`config.mk`:
```
export PLATFORM = sky130hd
export DESIGN_NAME = sync_fifo_flags
export DESIGN_NICKNAME = d
export VERILOG_FILES = /design/src/rtl/fifo_pkg.sv /design/src/rtl/fifo_mem.sv /design/src/rtl/sync_fifo_flags.sv
export SDC_FILE = /design/constraint.sdc
export NUM_CORES = 1
export LEC_CHECK = 0
export CAP_MARGIN = 10
export CORE_ASPECT_RATIO = 1.2
export CORE_UTILIZATION = 45
export DETAILED_ROUTE_END_ITERATION = 6
export PLACE_DENSITY = 0.73
export SYNTH_ARGS = -nofsm -noshare
export SYNTH_HDL_FRONTEND = slang
export SYNTH_SLANG_ARGS = --single-unit
```
`constraint.sdc`:
```
create_clock -name clk -period 9.19 [get_ports clk]
set_input_delay 1.838 -clock clk [delete_from_list [all_inputs] [get_ports clk]]
set_output_delay 1.838 -clock clk [all_outputs]
set_load 0.03 [all_outputs]
```
`src/rtl/fifo_pkg.sv`:
```
// Shared sizing helpers and parameter legality check for the flagged FIFO.
// Optional high-water-mark port is enabled with SYNC_FIFO_HWM_EN.
package fifo_pkg;

   function automatic int addr_w(input int depth);
      return $clog2(depth);
   endfunction

   function automatic int cnt_w(input int depth);
      return $clog2(depth) + 1;
   endfunction

   function automatic bit params_ok(input int depth, input int af, input int ae);
      return (depth >= 2) && ((depth & (depth - 1)) == 0)
          && (ae < af) && (af <= depth);
   endfunction

endpackage

```
`src/rtl/fifo_mem.sv`:
```
// DEPTH x DATA_WIDTH storage: one synchronous write port and one
// registered read port whose output register resets to zero.
module fifo_mem
   import fifo_pkg::*;
#(
   parameter int DEPTH      = 8,
   parameter int DATA_WIDTH = 16,
   localparam int ADDR_W    = addr_w(DEPTH)
) (
   input  logic                  clk,
   input  logic                  rstn,
   input  logic                  we,
   input  logic [ADDR_W-1:0]     waddr,
   input  logic [DATA_WIDTH-1:0] wdata,
   input  logic                  re,
   input  logic [ADDR_W-1:0]     raddr,
   output logic [DATA_WIDTH-1:0] rdata
);

   logic [DATA_WIDTH-1:0] mem [DEPTH];

   always_ff @(posedge clk) begin
      if (we) mem[waddr] <= wdata;
   end

   always_ff @(posedge clk or negedge rstn) begin
      if (!rstn)   rdata <= '0;
      else if (re) rdata <= mem[raddr];
   end

endmodule

```
`src/rtl/sync_fifo_flags.sv`:
```
// Single-clock FIFO with occupancy, almost/full/empty, sticky error flags
// and flush. Define SYNC_FIFO_HWM_EN to add the hwm high-water-mark port.
module sync_fifo_flags
   import fifo_pkg::*;
#(
   parameter int DEPTH      = 8,
   parameter int DATA_WIDTH = 16,
   parameter int AF_THRESH  = DEPTH - 2,
   parameter int AE_THRESH  = 1,
   localparam int ADDR_W    = addr_w(DEPTH),
   localparam int CNT_W     = cnt_w(DEPTH)
) (
   input  logic                  clk,
   input  logic                  rstn,
   input  logic                  w_en,
   input  logic                  r_en,
   input  logic                  flush,
   input  logic                  clr_err,
   input  logic [DATA_WIDTH-1:0] in_data,
   output logic [DATA_WIDTH-1:0] out_data,
   output logic                  out_valid,
   output logic [CNT_W-1:0]      count,
   output logic                  full,
   output logic                  empty,
   output logic                  almost_full,
   output logic                  almost_empty,
   output logic                  overflow,
   output logic                  underflow
`ifdef SYNC_FIFO_HWM_EN
   ,
   output logic [CNT_W-1:0]      hwm
`endif
);

   if (!params_ok(DEPTH, AF_THRESH, AE_THRESH)) begin : g_bad_params
      $error("sync_fifo_flags: illegal DEPTH/AF_THRESH/AE_THRESH");
   end

   localparam logic [CNT_W-1:0] AF_T = CNT_W'(AF_THRESH);
   localparam logic [CNT_W-1:0] AE_T = CNT_W'(AE_THRESH);

   logic [CNT_W-1:0] w_ptr;
   logic [CNT_W-1:0] r_ptr;
   logic             wr_acc;
   logic             rd_acc;

   // Extra wrap bit distinguishes full from empty when low bits match.
   assign empty = (w_ptr == r_ptr);
   assign full  = (w_ptr[ADDR_W-1:0] == r_ptr[ADDR_W-1:0])
               && (w_ptr[ADDR_W] != r_ptr[ADDR_W]);
   assign count        = w_ptr - r_ptr;
   assign almost_full  = (count >= AF_T);
   assign almost_empty = (count <= AE_T);

   assign wr_acc = w_en && !full  && !flush;
   assign rd_acc = r_en && !empty && !flush;

   always_ff @(posedge clk or negedge rstn) begin
      if (!rstn) begin
         w_ptr     <= '0;
         r_ptr     <= '0;
         out_valid <= 1'b0;
      end else if (flush) begin
         w_ptr     <= '0;
         r_ptr     <= '0;
         out_valid <= 1'b0;
      end else begin
         if (wr_acc) w_ptr <= w_ptr + 1'b1;
         if (rd_acc) r_ptr <= r_ptr + 1'b1;
         out_valid <= rd_acc;
      end
   end

   // A new error in the same cycle as clr_err wins, so it is never lost.
   always_ff @(posedge clk or negedge rstn) begin
      if (!rstn) begin
         overflow  <= 1'b0;
         underflow <= 1'b0;
      end else begin
         if (w_en && full && !flush) overflow <= 1'b1;
         else if (clr_err)           overflow <= 1'b0;
         if (r_en && empty && !flush) underflow <= 1'b1;
         else if (clr_err)            underflow <= 1'b0;
      end
   end

`ifdef SYNC_FIFO_HWM_EN
   always_ff @(posedge clk or negedge rstn) begin
      if (!rstn)            hwm <= '0;
      else if (flush)       hwm <= '0;
      else if (count > hwm) hwm <= count;
   end
`endif

   fifo_mem #(
      .DEPTH      (DEPTH),
      .DATA_WIDTH (DATA_WIDTH)
   ) u_mem (
      .clk   (clk),
      .rstn  (rstn),
      .we    (wr_acc),
      .waddr (w_ptr[ADDR_W-1:0]),
      .wdata (in_data),
      .re    (rd_acc),
      .raddr (r_ptr[ADDR_W-1:0]),
      .rdata (out_data)
   );

endmodule
```
==> run_summary.xml <==
<?xml version="1.0" encoding="UTF-8"?>
<metrics>
  <group name="run_status">
    <metric name="outcome" unit="">finished with violations</metric>
    <metric name="failed_checks" unit="">design-rule violations</metric>
  </group>
  <group name="timing">
    <metric name="maxSlewHeadroom" unit="%">21.4</metric>
    <metric name="post-route-period-util" unit="%">56.4</metric>
    <metric name="finalWorstSetupSlack" unit="ps">4000</metric>
    <metric name="finalSetupTns" unit="ps">0</metric>
    <metric name="max_clock_freq" unit="MHz">193</metric>
    <metric name="hold_viol" unit="">0</metric>
    <metric name="clock_period_minus_final_worst_setup_slack" unit="ps">5190</metric>
    <metric name="grt_setup_unrepaired" unit="">no</metric>
    <metric name="finalSetupViolations" unit="">0</metric>
    <metric name="tightestPinTransition" unit="ps">1180</metric>
    <metric name="report.final.slew_viol_count" unit="">0</metric>
    <metric name="fin_worst_skew" unit="ps">9.85</metric>
  </group>
  <group name="placed_design">
    <metric name="gpl_congestion" unit="">0.776</metric>
    <metric name="io_buffer_count" unit="">48</metric>
    <metric name="dp_slack" unit="ps">4440</metric>
    <metric name="dp.cells" unit="">532</metric>
    <metric name="detailed_place_hpwl" unit="µm">6140</metric>
  </group>
  <group name="synth">
    <metric name="post_synth_arst_share" unit="%">17.4</metric>
    <metric name="synth_warnings" unit="">0</metric>
    <metric name="netlist-cell-type-count" unit="">31</metric>
    <metric name="synth_compound_gate_area_share" unit="%">2.91</metric>
    <metric name="synth_area_per_cell" unit="µm²">19.0</metric>
    <metric name="syn_area" unit="µm²">6070</metric>
    <metric name="synth_top_family_by_area" unit="">multiplexers</metric>
    <metric name="post_synthesis_share_of_cell_area_spent_on_and_or_nand_and_nor_gates" unit="%">3.30</metric>
    <metric name="synth_nets" unit="">348</metric>
    <metric name="synthCells" unit="">320</metric>
    <metric name="edff_count_synth" unit="">128</metric>
    <metric name="synth.yosys.seq_area_share" unit="%">74.4</metric>
    <metric name="synth_adder_area_share" unit="%">1.36</metric>
    <metric name="synth_ff_type" unit="">edfxtp_1</metric>
    <metric name="synthXorXnorAreaFrac" unit="%">1.40</metric>
    <metric name="yosys-mux-area-fraction" unit="%">14.8</metric>
    <metric name="yosys_register_bits" unit="">155</metric>
  </group>
  <group name="global_route">
    <metric name="globalRouteTotalUtil" unit="%">17.8</metric>
    <metric name="wire_length_of_the_first_global_routing_pass" unit="µm">17400</metric>
    <metric name="maximum_number_of_pins_on_one_net_before_global_route_repair" unit="">36</metric>
    <metric name="grt.overflow.total" unit="">0</metric>
    <metric name="antenna_violations_before_repair" unit="">0</metric>
    <metric name="grt_pass1_vias" unit="">3134</metric>
  </group>
  <group name="die">
    <metric name="die_w" unit="µm">108</metric>
    <metric name="placementRows" unit="">46</metric>
    <metric name="die_height" unit="µm">129</metric>
    <metric name="floorplan.initialDensity" unit="%">46.1</metric>
    <metric name="design.portCount" unit="">49</metric>
    <metric name="core_area" unit="µm²">13200</metric>
    <metric name="floorplan.die_area" unit="µm²">14000</metric>
  </group>
  <group name="finish">
    <metric name="instances_no_fill" unit="">564</metric>
    <metric name="layout_area_growth_over_synthesis" unit="%">22.0</metric>
    <metric name="layout.cells.most_common" unit="">edfxtp_1</metric>
    <metric name="layout-drive-gt1-share" unit="%">19.4</metric>
    <metric name="finish.net_count" unit="">411</metric>
    <metric name="most_frequent_cells_in_the_layout" unit="">128 x edfxtp_1, 48 x clkdlybuf4s50_1, 32 x mux4_2, 26 x dfrtp_1</metric>
    <metric name="n_antenna_cell" unit="">0</metric>
  </group>
  <group name="critical_path">
    <metric name="criticalPathCategory" unit="">reg -&gt; out</metric>
    <metric name="cp_data_required_time" unit="ps">7350</metric>
    <metric name="critPathArrivalTime" unit="ps">3350</metric>
    <metric name="rr_startpoint" unit="">r_ptr[2]</metric>
    <metric name="worstSetupStartpoint" unit="">r_ptr[2]</metric>
    <metric name="critPathMaxFanout" unit="">18</metric>
    <metric name="timing.critical_path.from_type" unit="">flop</metric>
    <metric name="critical_path.endpoint_type" unit="">output pin</metric>
  </group>
  <group name="routing">
    <metric name="drt_first_iter_violations" unit="">136</metric>
    <metric name="vias_per_cell" unit="">5.40</metric>
    <metric name="route.detailed.drc" unit="">1</metric>
    <metric name="routed_wire_length_per_instance" unit="µm">20.0</metric>
    <metric name="detail_route.wirelength" unit="µm">11300</metric>
    <metric name="dr.pass1.iters" unit="">6</metric>
    <metric name="drt.antenna.violating_nets" unit="">0</metric>
    <metric name="via_count" unit="">3044</metric>
  </group>
  <group name="clock_tree">
    <metric name="clock_tree.htree_level_count" unit="">4</metric>
    <metric name="hold_bufs_inserted_after_cts" unit="">0</metric>
    <metric name="cts_root_buf" unit="">clkbuf_16</metric>
    <metric name="tritoncts_buffer_count" unit="">17</metric>
    <metric name="clkLatencyLatePin" unit="ps">420</metric>
    <metric name="path_clk_slew" unit="ps">60</metric>
    <metric name="max-clock-path-buffers" unit="">2</metric>
    <metric name="cts_repair_resize_count" unit="">0</metric>
    <metric name="tritoncts" unit="">yes</metric>
    <metric name="clock_sink_total" unit="">155</metric>
    <metric name="cts_setup_buffers" unit="">0</metric>
  </group>
  <group name="pwr">
    <metric name="share_clk_of_total_power" unit="%">36.6</metric>
    <metric name="power_density" unit="nW/µm²">268</metric>
    <metric name="cellLeakagePower" unit="µW">0.00250</metric>
    <metric name="combinational_cell_fraction_of_total_power" unit="%">21.2</metric>
    <metric name="power" unit="µW">1980</metric>
    <metric name="share_seq_of_total_power" unit="%">42.2</metric>
    <metric name="switching_share" unit="%">26.4</metric>
    <metric name="switching_power" unit="µW">524</metric>
    <metric name="ir_worst_vdd" unit="µV">140</metric>
    <metric name="internal_power_component" unit="µW">1460</metric>
  </group>
  <group name="worst_hold_path">
    <metric name="timing.hold.worst.class" unit="">reg -&gt; reg</metric>
    <metric name="min-delay-start" unit="">u_mem.rdata[15]</metric>
  </group>
  <group name="run">
    <metric name="number_of_maximum_capacitance_violations" unit="">0</metric>
  </group>
</metrics>
cells by family after synthesis:
kind of cell    after synthesis
compound gates               30
xor+xnor                      8
mux                          50
simple gates                 47
buf+inv                      24
fa+ha+maj                     6
flops                       155
worst paths after layout:
path | slack, ps | cells past startpoint | to
max | 4000 | 6 | almost_full
min | 470 | 2 | u_mem.rdata[15]
max reg2reg | 5390 | 6 | u_mem.mem[0][15]
min reg2reg | 470 | 2 | u_mem.rdata[15]
max in group asynchronous | 7060 | 2 | r_ptr[0]
min in group asynchronous | 1810 | 2 | u_mem.rdata[12]
synthesized netlist by cell type (all sizes together), types with 3 or more instances:
| master | n | area [µm²] |
|---|---|---|
| dfrtp | 27 | 676 |
| mux4 | 32 | 721 |
| o21ai | 21 | 109 |
| xor2 | 4 | 42.6 |
| nand2 | 19 | 71.3 |
| ha | 5 | 62.6 |
| mux2i | 18 | 180 |
| inv | 10 | 37.5 |
| o211ai | 4 | 30.0 |
| nor2 | 17 | 63.8 |
| buf | 10 | 55.1 |
| or3 | 3 | 18.8 |
| clkbuf | 4 | 15.0 |
| edfxtp | 128 | 3840 |
| xnor2 | 4 | 42.6 |
worst max-delay path: stages (launching register included):
cell and delay, ps:
dfrtp_1 1130, inv_1 200, ha_1 400, o21ai_0 130
and3_2 250, o21ai_0 150, clkdlybuf4s50_1 690
per-stage QoR:
step,instance area (µm²),util (%),hold WS [ps]
floorplan,6070,-,609
global placement,6790,51.5,464
detailed placement,6790,51.5,470
CTS,7410,56.2,483
global route,7410,56.2,503
finish,7410,56.2,475
layer usage:
layer	share of wire, %	global-route usage, %
met3	4.8	4.18
met2	53	31.1
met4	1.8	7.09
met5	0	0
met1	40	21.3
sequential cells by signal (all words and copies together), names as in the netlist:
register and count:
out_valid 1, overflow 1, r_ptr 4, u_mem.mem 128
u_mem.rdata 16, underflow 1, w_ptr 4
power by group through the flow:
| stage | combinational, µW | clock [µW] | sequential (µW) |
|---|---|---|---|
| global placement | 418 | 0 | 849 |
| global route | 453 | 763 | 843 |
| CTS | 426 | 733 | 837 |
| finish | 420 | 725 | 837 |
| floorplan | 196 | 0 | 922 |
| detailed placement | 424 | 0 | 851 |
cell type report:
type	count	area, µm²
multi-input cells	141	1470
flip-flops and latches	155	4520
clock inverters	11	168
fillers	985	5770
inverters	10	37.5
repair buffers	58	556
well taps	168	210
clock buffers	21	450
Note: power is estimated with default switching activity, not from simulation.
